--- src/rtl/control.sv ---
// Main decoder for the ID stage: maps a 5-bit opcode to 13 registered control lines.
// A hazard or reset inserts a bubble by registering all lines low.
module control (
  input  logic       clk,
  input  logic       rst,
  input  logic [4:0] opcode,
  input  logic       hazard,
  output logic       branch,
  output logic       regwrite,
  output logic       memtoreg,
  output logic       memread,
  output logic       memwrite,
  output logic       alusrc,
  output logic       aluop,
  output logic       regdist,
  output logic       branchtype,
  output logic       push,
  output logic       pop,
  output logic       ret,
  output logic       jump
);

  typedef struct packed {
    logic branch;
    logic regwrite;
    logic memtoreg;
    logic memread;
    logic memwrite;
    logic alusrc;
    logic aluop;
    logic regdist;
    logic branchtype;
    logic push;
    logic pop;
    logic ret;
    logic jump;
  } ctl_t;

  ctl_t dec;
  ctl_t q;

  always_comb begin
    dec = '0;
    unique case (1'b1)
      (opcode < 5'd8): begin
        dec.regwrite = 1'b1;
        dec.regdist  = 1'b1;
        dec.aluop    = 1'b1;
      end
      (opcode == 5'd8): begin
        dec.branch = 1'b1;
        dec.aluop  = 1'b1;
      end
      (opcode == 5'd9): begin
        dec.branch     = 1'b1;
        dec.aluop      = 1'b1;
        dec.branchtype = 1'b1;
      end
      (opcode == 5'd10): begin
        dec.jump = 1'b1;
      end
      (opcode == 5'd11): begin
        dec.jump     = 1'b1;
        dec.push     = 1'b1;
        dec.memwrite = 1'b1;
      end
      (opcode == 5'd12): begin
        dec.ret     = 1'b1;
        dec.pop     = 1'b1;
        dec.memread = 1'b1;
      end
      (opcode == 5'd13): begin
        dec.regwrite = 1'b1;
        dec.memtoreg = 1'b1;
        dec.memread  = 1'b1;
        dec.alusrc   = 1'b1;
      end
      (opcode == 5'd14): begin
        dec.memwrite = 1'b1;
        dec.alusrc   = 1'b1;
      end
      (opcode == 5'd15): begin
        dec.regwrite = 1'b1;
        dec.alusrc   = 1'b1;
      end
      (opcode == 5'd16): begin
        dec.push     = 1'b1;
        dec.memwrite = 1'b1;
      end
      (opcode == 5'd17): begin
        dec.pop      = 1'b1;
        dec.memread  = 1'b1;
        dec.memtoreg = 1'b1;
        dec.regwrite = 1'b1;
      end
      default: dec = '0;
    endcase
  end

  always_ff @(posedge clk) begin
    if (rst) begin
      q <= '0;
    end else if (hazard) begin
      q <= '0;
    end else begin
      q <= dec;
    end
  end

  assign branch     = q.branch;
  assign regwrite   = q.regwrite;
  assign memtoreg   = q.memtoreg;
  assign memread    = q.memread;
  assign memwrite   = q.memwrite;
  assign alusrc     = q.alusrc;
  assign aluop      = q.aluop;
  assign regdist    = q.regdist;
  assign branchtype = q.branchtype;
  assign push       = q.push;
  assign pop        = q.pop;
  assign ret        = q.ret;
  assign jump       = q.jump;

endmodule

--- config.mk ---
export PLATFORM = sky130hd
export DESIGN_NAME = control
export DESIGN_NICKNAME = d
export VERILOG_FILES = /design/src/rtl/control.sv
export SDC_FILE = /design/constraint.sdc
export NUM_CORES = 1
export LEC_CHECK = 0
export ABC_AREA = 1
export ABC_CLOCK_PERIOD_IN_PS = 1050
export CAP_MARGIN = 30
export CORE_AREA = 2 2 39 41
export DETAILED_ROUTE_END_ITERATION = 16
export DIE_AREA = 0 0 41 43
export HOLD_SLACK_MARGIN = 0.02
export PLACE_DENSITY = 0.76
export SETUP_SLACK_MARGIN = 0.15
export SYNTH_ARGS = -nofsm -noshare
export SYNTH_HDL_FRONTEND = slang
export SYNTH_SLANG_ARGS = --single-unit
--- constraint.sdc ---
create_clock -name clk -period 1.05 [get_ports clk]
set_clock_uncertainty 0.2 [all_clocks]
set_input_delay 0.21 -clock clk [delete_from_list [all_inputs] [get_ports clk]]
set_output_delay 0.21 -clock clk [all_outputs]
set_load 0.01 [all_outputs]
==> results.tsv, run 1 <==
stage	metric	value	unit
routing	drt total wl	988	µm
logic_synthesis	Syn Std Cell Area	444	µm²
power_and_ir_drop	Lkg Pwr	0.384	nW
cts	Clock Tree Root	clkbuf_4	
logic_synthesis	Synth warnings	0	
routing	vias per cell	4.49	
cts	TritonCTS buffer count	3	
power_and_ir_drop	Sw Pwr	0.208	mW
logic_synthesis	Avg Inst Size Synth	8.23	µm²
global_routing	Total GRT Usage	0.131	
floorplan	chip height	43	µm
sta	hold_ws	-0.0106	ns
floorplan	width of the die	41	µm
cells_and_area	Area growth syn-to-layout	54.9	%
outcome	failing checks	hold timing, setup timing	
placed_design	dpl cell area	687	µm²
placed_design	HPWL Detailed	722	µm
sta	fmax	897	MHz
critical_path	critical path fanouts, max	1	
cts	Clock Sink Count	13	
critical_path	CP endpoint kind	output port	
routing	met2 WL post-DR	503	µm
global_routing	vias in the first global route	396	
global_routing	largest net degree at the start of global routing	8	
global_routing	initial antenna violation count	0	
floorplan	Ports	21	
logic_synthesis	syn_nets	62	
min_path	Hold EP	alusrc	
critical_path	Setup CP Type	reg2out	
routing	antenna-violating nets left	0	
cts	CTS tree	built	
routing	wl on met1	377	µm
placed_design	gpl congestion	0.791	
cts	clk slew on worst S/H paths	0.07	ns
min_path	Worst Hold Class	in2reg	
cells_and_area	# diodes	0	
global_routing	global-route wire length before repair	1.52	mm
sta	Post-Route Setup TNS	-0.732	ns
sta	endpoints failing hold	1	
logic_synthesis	library cells used by synthesis	13	
floorplan	core area	1380	µm²
routing	DR DRC count	0	
cells_and_area	fin util	0.497	
cts	H-tree depth	1	
routing	average wire per standard cell	10.1	µm
outcome	status	finished with violations	
cells_and_area	most frequent cells in the layout	buf_2 (11), nand2_1 (9), inv_1 (8), dfxtp_1 (8)	
sta	worst slew pin tran	0.234	ns
logic_synthesis	Synth area leader	dfxtp_1	
cells_and_area	Finished Cell Area	688	µm²
job	Max Cap Violations	0	
cells_and_area	share of cells above drive strength 1	0.537	
logic_synthesis	Synth Instances	54	
routing	Vias	440	
critical_path	critical path startpoint category	flip-flop	
logic_synthesis	#FFs+latches synth	13	
critical_path	critical path's slowest cell	dfxtp_1	
sta	max_slew headroom	0.843	
critical_path	top cell family by delay on the critical path	flip-flops	
global_routing	grt ovf	0	
sta	final worst path period share	1.06	
critical_path	CP peak stage delay	0.31	ns
min_path	worst hold path startpoint	opcode[4]	
critical_path	Worst Path Arrival	0.71	ns
routing	DR WL met3	84	µm
power_and_ir_drop	Int Power	0.690	mW
routing	drt initial violations	9	
power_and_ir_drop	Seq pwr share	0.561	
cells_and_area	leading cell type in the layout, fill and taps excluded	buf_2	
logic_synthesis	top cell type's share of synthesized area	0.586	
routing	DR top layer	met4	
power_and_ir_drop	Comb power frac	0.110	
sta	final setup fails	13	
critical_path	cells along the critical path	buf_2	
cts	Hold-fix buffers, CTS	0	
power_and_ir_drop	Pwr per Cell Area	1310	nW/µm²
logic_synthesis	Seq/Total Area, Yosys	0.586	
critical_path	Worst EP required	0.64	ns
power_and_ir_drop	maximum VDD drop	0.415	mV
cts	clk buf depth	2	
critical_path	CP bufs+invs	1	
min_path	Hold Path Stages	2	
logic_synthesis	top cells by area, synth	dfxtp_1 (59%), nand2_1 (8.5%), inv_1 (7.6%)	
floorplan	Initial Util	0.321	
sta	final worst slack	-0.0652	ns
floorplan	# rows	14	
sta	fin. max-slew vios	0	
cells_and_area	nets	91	
floorplan	Die ar.	1760	µm²
sta	Tmin final	1.12	ns
routing	drt first pass iters	4	
sta	RSZ-0062 raised after global routing	yes	
power_and_ir_drop	Clk pwr share	0.329	
placed_design	IO buf count	20	
power_and_ir_drop	switching portion of total power	0.231	
what timing repair did:
item                                   in CTS  in global routing
endpoints found under the hold margin       0                  1
pin swaps                                   5                  4
buffers inserted                            1                  0
gates resized for setup                    77                 18
setup endpoints to repair                  26                 24
sequential cells by signal (all words and copies together) (netlist names):
signal and cells:
memwrite 1, aluop 1, branchtype 1, ret 1
regwrite 1, memread 1, branch 1, jump 1
push 1, memtoreg 1, regdist 1, pop 1
alusrc 1
metrics by stage:
stage	setup WS, ns	cells	hold slack [ns]	power, mW
2_1_floorplan	0.113	54	0.0865	0.550
3_3_place_gp	-0.451	93	0.692	0.614
3_5_place_dp	-0.462	93	0.703	0.616
4_1_cts	-0.0808	98	0.135	0.909
5_1_grt	-0.0964	98	0.00205	0.933
6_report	-0.0652	98	-0.0106	0.898
synthesized netlist by cell type:
cell / instances
nand2_2: 1
o21ai_1: 2
nand2_1: 10
dfxtp_1: 13
nor2_1: 6
nor2_4: 1
nand3_1: 5
nand4_1: 1
inv_2: 1
nor3_1: 3
inv_1: 9
nor4_1: 1
nor2_2: 1
power by group through the flow:
stage	combinational [mW]	clock, mW	sequential (mW)
detailed placement	0.102	0	0.515
CTS	0.0985	0.307	0.503
global placement	0.100	0	0.514
global route	0.109	0.319	0.505
floorplan	0.0315	0	0.519
finish	0.0989	0.295	0.504
kinds of logic after synthesis:
kind of cell	after synthesis	synth area share
AO/OA/AOI/OAI	2	0.0225
buffers and inverters	10	0.0845
flip-flops	13	0.586
AND/OR/NAND/NOR	29	0.307
per-layer routing:
layer	up-vias	GRT usage
met1	191	0.154
met5	-	0
met2	20	0.203
li1	226	-
met4	0	0.100
met3	3	0.0157
how the worst max path moves through the flow:
stage	endpoint	cells after the start	from
floorplan	memread	5	hazard
global placement	regwrite	5	opcode[4]
detailed placement	regwrite	5	opcode[4]
CTS	branchtype	1	branchtype
global route	branchtype	1	branchtype
finish	branchtype	1	branchtype
cell type report:
cell class,count,area [µm²]
clock buffer,4,26.3
fill,155,696
inverter,10,37.5
multi-input combinational,31,176
sequential,13,267
tap,16,20.0
timing repair buffer,24,161
Note: power is estimated with default switching activity, not from simulation.
==> inputs of run 2 (changes only) <==
--- a/config.mk
+++ b/config.mk
@@ -6,7 +6,7 @@
 export NUM_CORES = 1
 export LEC_CHECK = 0
 export ABC_AREA = 1
-export ABC_CLOCK_PERIOD_IN_PS = 1050
+export ABC_CLOCK_PERIOD_IN_PS = 1300
 export CAP_MARGIN = 30
 export CORE_AREA = 2 2 39 41
 export DETAILED_ROUTE_END_ITERATION = 16
@@ -14,6 +14,7 @@
 export HOLD_SLACK_MARGIN = 0.02
 export PLACE_DENSITY = 0.76
 export SETUP_SLACK_MARGIN = 0.15
+export SKIP_CTS_REPAIR_TIMING = 1
 export SYNTH_ARGS = -nofsm -noshare
 export SYNTH_HDL_FRONTEND = slang
 export SYNTH_SLANG_ARGS = --single-unit
==> constraint.sdc (replaced) <==
create_clock -name clk -period 1.3 [get_ports clk]
set_clock_uncertainty 0.2 [all_clocks]
set_input_delay 0.26 -clock clk [delete_from_list [all_inputs] [get_ports clk]]
set_output_delay 0.26 -clock clk [all_outputs]
set_load 0.01 [all_outputs]
==> results.tsv, run 2 (same netlist as run 1, synthesis figures left out) <==
stage	metric	value	unit	change
sta	fmax	839	MHz	
cells_and_area	fin util	0.524		+0.0262
critical_path	cells along the critical path	dlymetal6s2s_1		
floorplan	chip height	43	µm	unchanged
floorplan	Die ar.	1760	µm²	unchanged
cells_and_area	share of cells above drive strength 1	0.390		-0.146
sta	hold_ws	0.143	ns	+0.154 ns
sta	final setup fails	0		-13
critical_path	Setup CP Type	reg2out		
critical_path	CP peak stage delay	0.31	ns	about the same
routing	DR DRC count	0		unchanged
global_routing	initial antenna violation count	0		unchanged
sta	fin. max-slew vios	0		unchanged
placed_design	placed insts	93		unchanged
cts	Clock Tree Root	clkbuf_4		
critical_path	CP endpoint kind	output port		
routing	vias per cell	4.40		-2.0%
cells_and_area	Finished Cell Area	724	µm²	+5.3%
critical_path	CP bufs+invs	1		unchanged
power_and_ir_drop	Lkg Pwr	0.460	nW	+20%
routing	drt first pass iters	4		unchanged
cts	clk buf depth	2		unchanged
global_routing	largest net degree at the start of global routing	8		unchanged
cts	TritonCTS buffer count	3		unchanged
placed_design	dpl cell area	687	µm²	unchanged
global_routing	Total GRT Usage	0.118		-0.0133
job	Max Cap Violations	0		unchanged
floorplan	Ports	21		unchanged
sta	Post-Route Setup TNS	0	ns	+0.732 ns
floorplan	# rows	14		unchanged
routing	Vias	431		-2.0%
placed_design	HPWL Detailed	705	µm	-2.4%
sta	endpoints failing hold	0		-1
cells_and_area	non-filler instance count after layout	98		unchanged
cells_and_area	Multi-input gate area	183	µm²	+3.5%
cells_and_area	Layout fillers	140		-9.7%
floorplan	width of the die	41	µm	unchanged
floorplan	Initial Util	0.321		unchanged
sta	Tmin final	1.19	ns	
min_path	Worst Hold Class	in2reg		
critical_path	Worst EP required	0.84	ns	+0.20 ns
sta	max_slew headroom	0.826		-0.0170
critical_path	critical path fanouts, max	1		unchanged
outcome	status	finished, final reports clean		
cts	H-tree depth	1		unchanged
placed_design	gpl congestion	0.795		+0.58%
cells_and_area	nets	91		unchanged
placed_design	pre-CTS setup slack	-0.260	ns	+0.202 ns
global_routing	vias in the first global route	369		-6.8%
critical_path	critical path's slowest cell	dfxtp_1		
global_routing	grt ovf	0		unchanged
cells_and_area	leading cell type in the layout, fill and taps excluded	dfxtp_1		
cts	CTS tree	built		
routing	average wire per standard cell	9.77	µm	-3.1%
placed_design	IO buf count	20		unchanged
routing	antenna-violating nets left	0		unchanged
cells_and_area	Area growth syn-to-layout	63.1	%	
critical_path	top cell family by delay on the critical path	flip-flops		
critical_path	Worst Path Arrival	0.73	ns	+0.02 ns
cells_and_area	most frequent cells in the layout	dfxtp_1 (12), buf_2 (11), inv_1 (9), nand2_1 (9), dlymetal6s2s_1 (8)		
sta	final worst path period share	0.917		
power_and_ir_drop	Power Total	0.731	mW	-19%
floorplan	core area	1380	µm²	unchanged
sta	RSZ-0062 raised after global routing	yes		
routing	drt initial violations	7		-2
power_and_ir_drop	Pwr per Cell Area	1010	nW/µm²	-23%
routing	drt total wl	957	µm	-3.1%
power_and_ir_drop	maximum VDD drop	0.490	mV	+18%
sta	worst slew pin tran	0.261	ns	+0.0272 ns
cts	clk slew on worst S/H paths	0.07	ns	about the same
critical_path	critical path startpoint category	flip-flop		
cells_and_area	# diodes	0		unchanged
sta	final worst slack	0.108	ns	+0.173 ns
cts	Clock Sink Count	13		unchanged
global_routing	global-route wire length before repair	1.35	mm	-11%
cells_and_area	register area	262	µm²	-1.9%
## run 2: cell types whose count changed in the layout (fill, tap and decap cells not counted), sizes merged
cell | before | now
dlymetal6s2s | 0 | 8
buf | 20 | 16
clkbuf | 8 | 4
## run 2: path summary, 6_finish.rpt
| kind | slack, ns | cells past startpoint | to | startpoint |
|---|---|---|---|---|
| worst max-delay path | 0.11 | 1 | regdist | regdist |
| worst min-delay path | 0.14 | 4 | jump | rst |
## run 2: final cells by class
cell class / count / share of cell area
sequential: 13 / 0.361
timing repair buffer: 24 / 0.271
multi-input combinational: 31 / 0.252
inverter: 10 / 0.0518
clock buffer: 4 / 0.0363
tap: 16 / 0.0276
## run 2: layer usage
metal | share of wire | global-route usage | vias to the layer above
met4 | 0.039 | 0.0800 | 0
met5 | 0 | 0 | -
met2 | 0.49 | 0.181 | 19
met3 | 0.11 | 0.0471 | 4
met1 | 0.37 | 0.124 | 185
li1 | - | - | 223
## run 2: report_power, final
| group | leakage (nW) | switching (mW) | total (mW) | internal, mW |
|---|---|---|---|---|
| Combinational | 0.339 | 0.0469 | 0.0864 | 0.0395 |
| Sequential | 0.106 | 0.00134 | 0.406 | 0.405 |
| Clock | 0.0150 | 0.120 | 0.239 | 0.119 |
| Total | 0.460 | 0.168 | 0.731 | 0.563 |
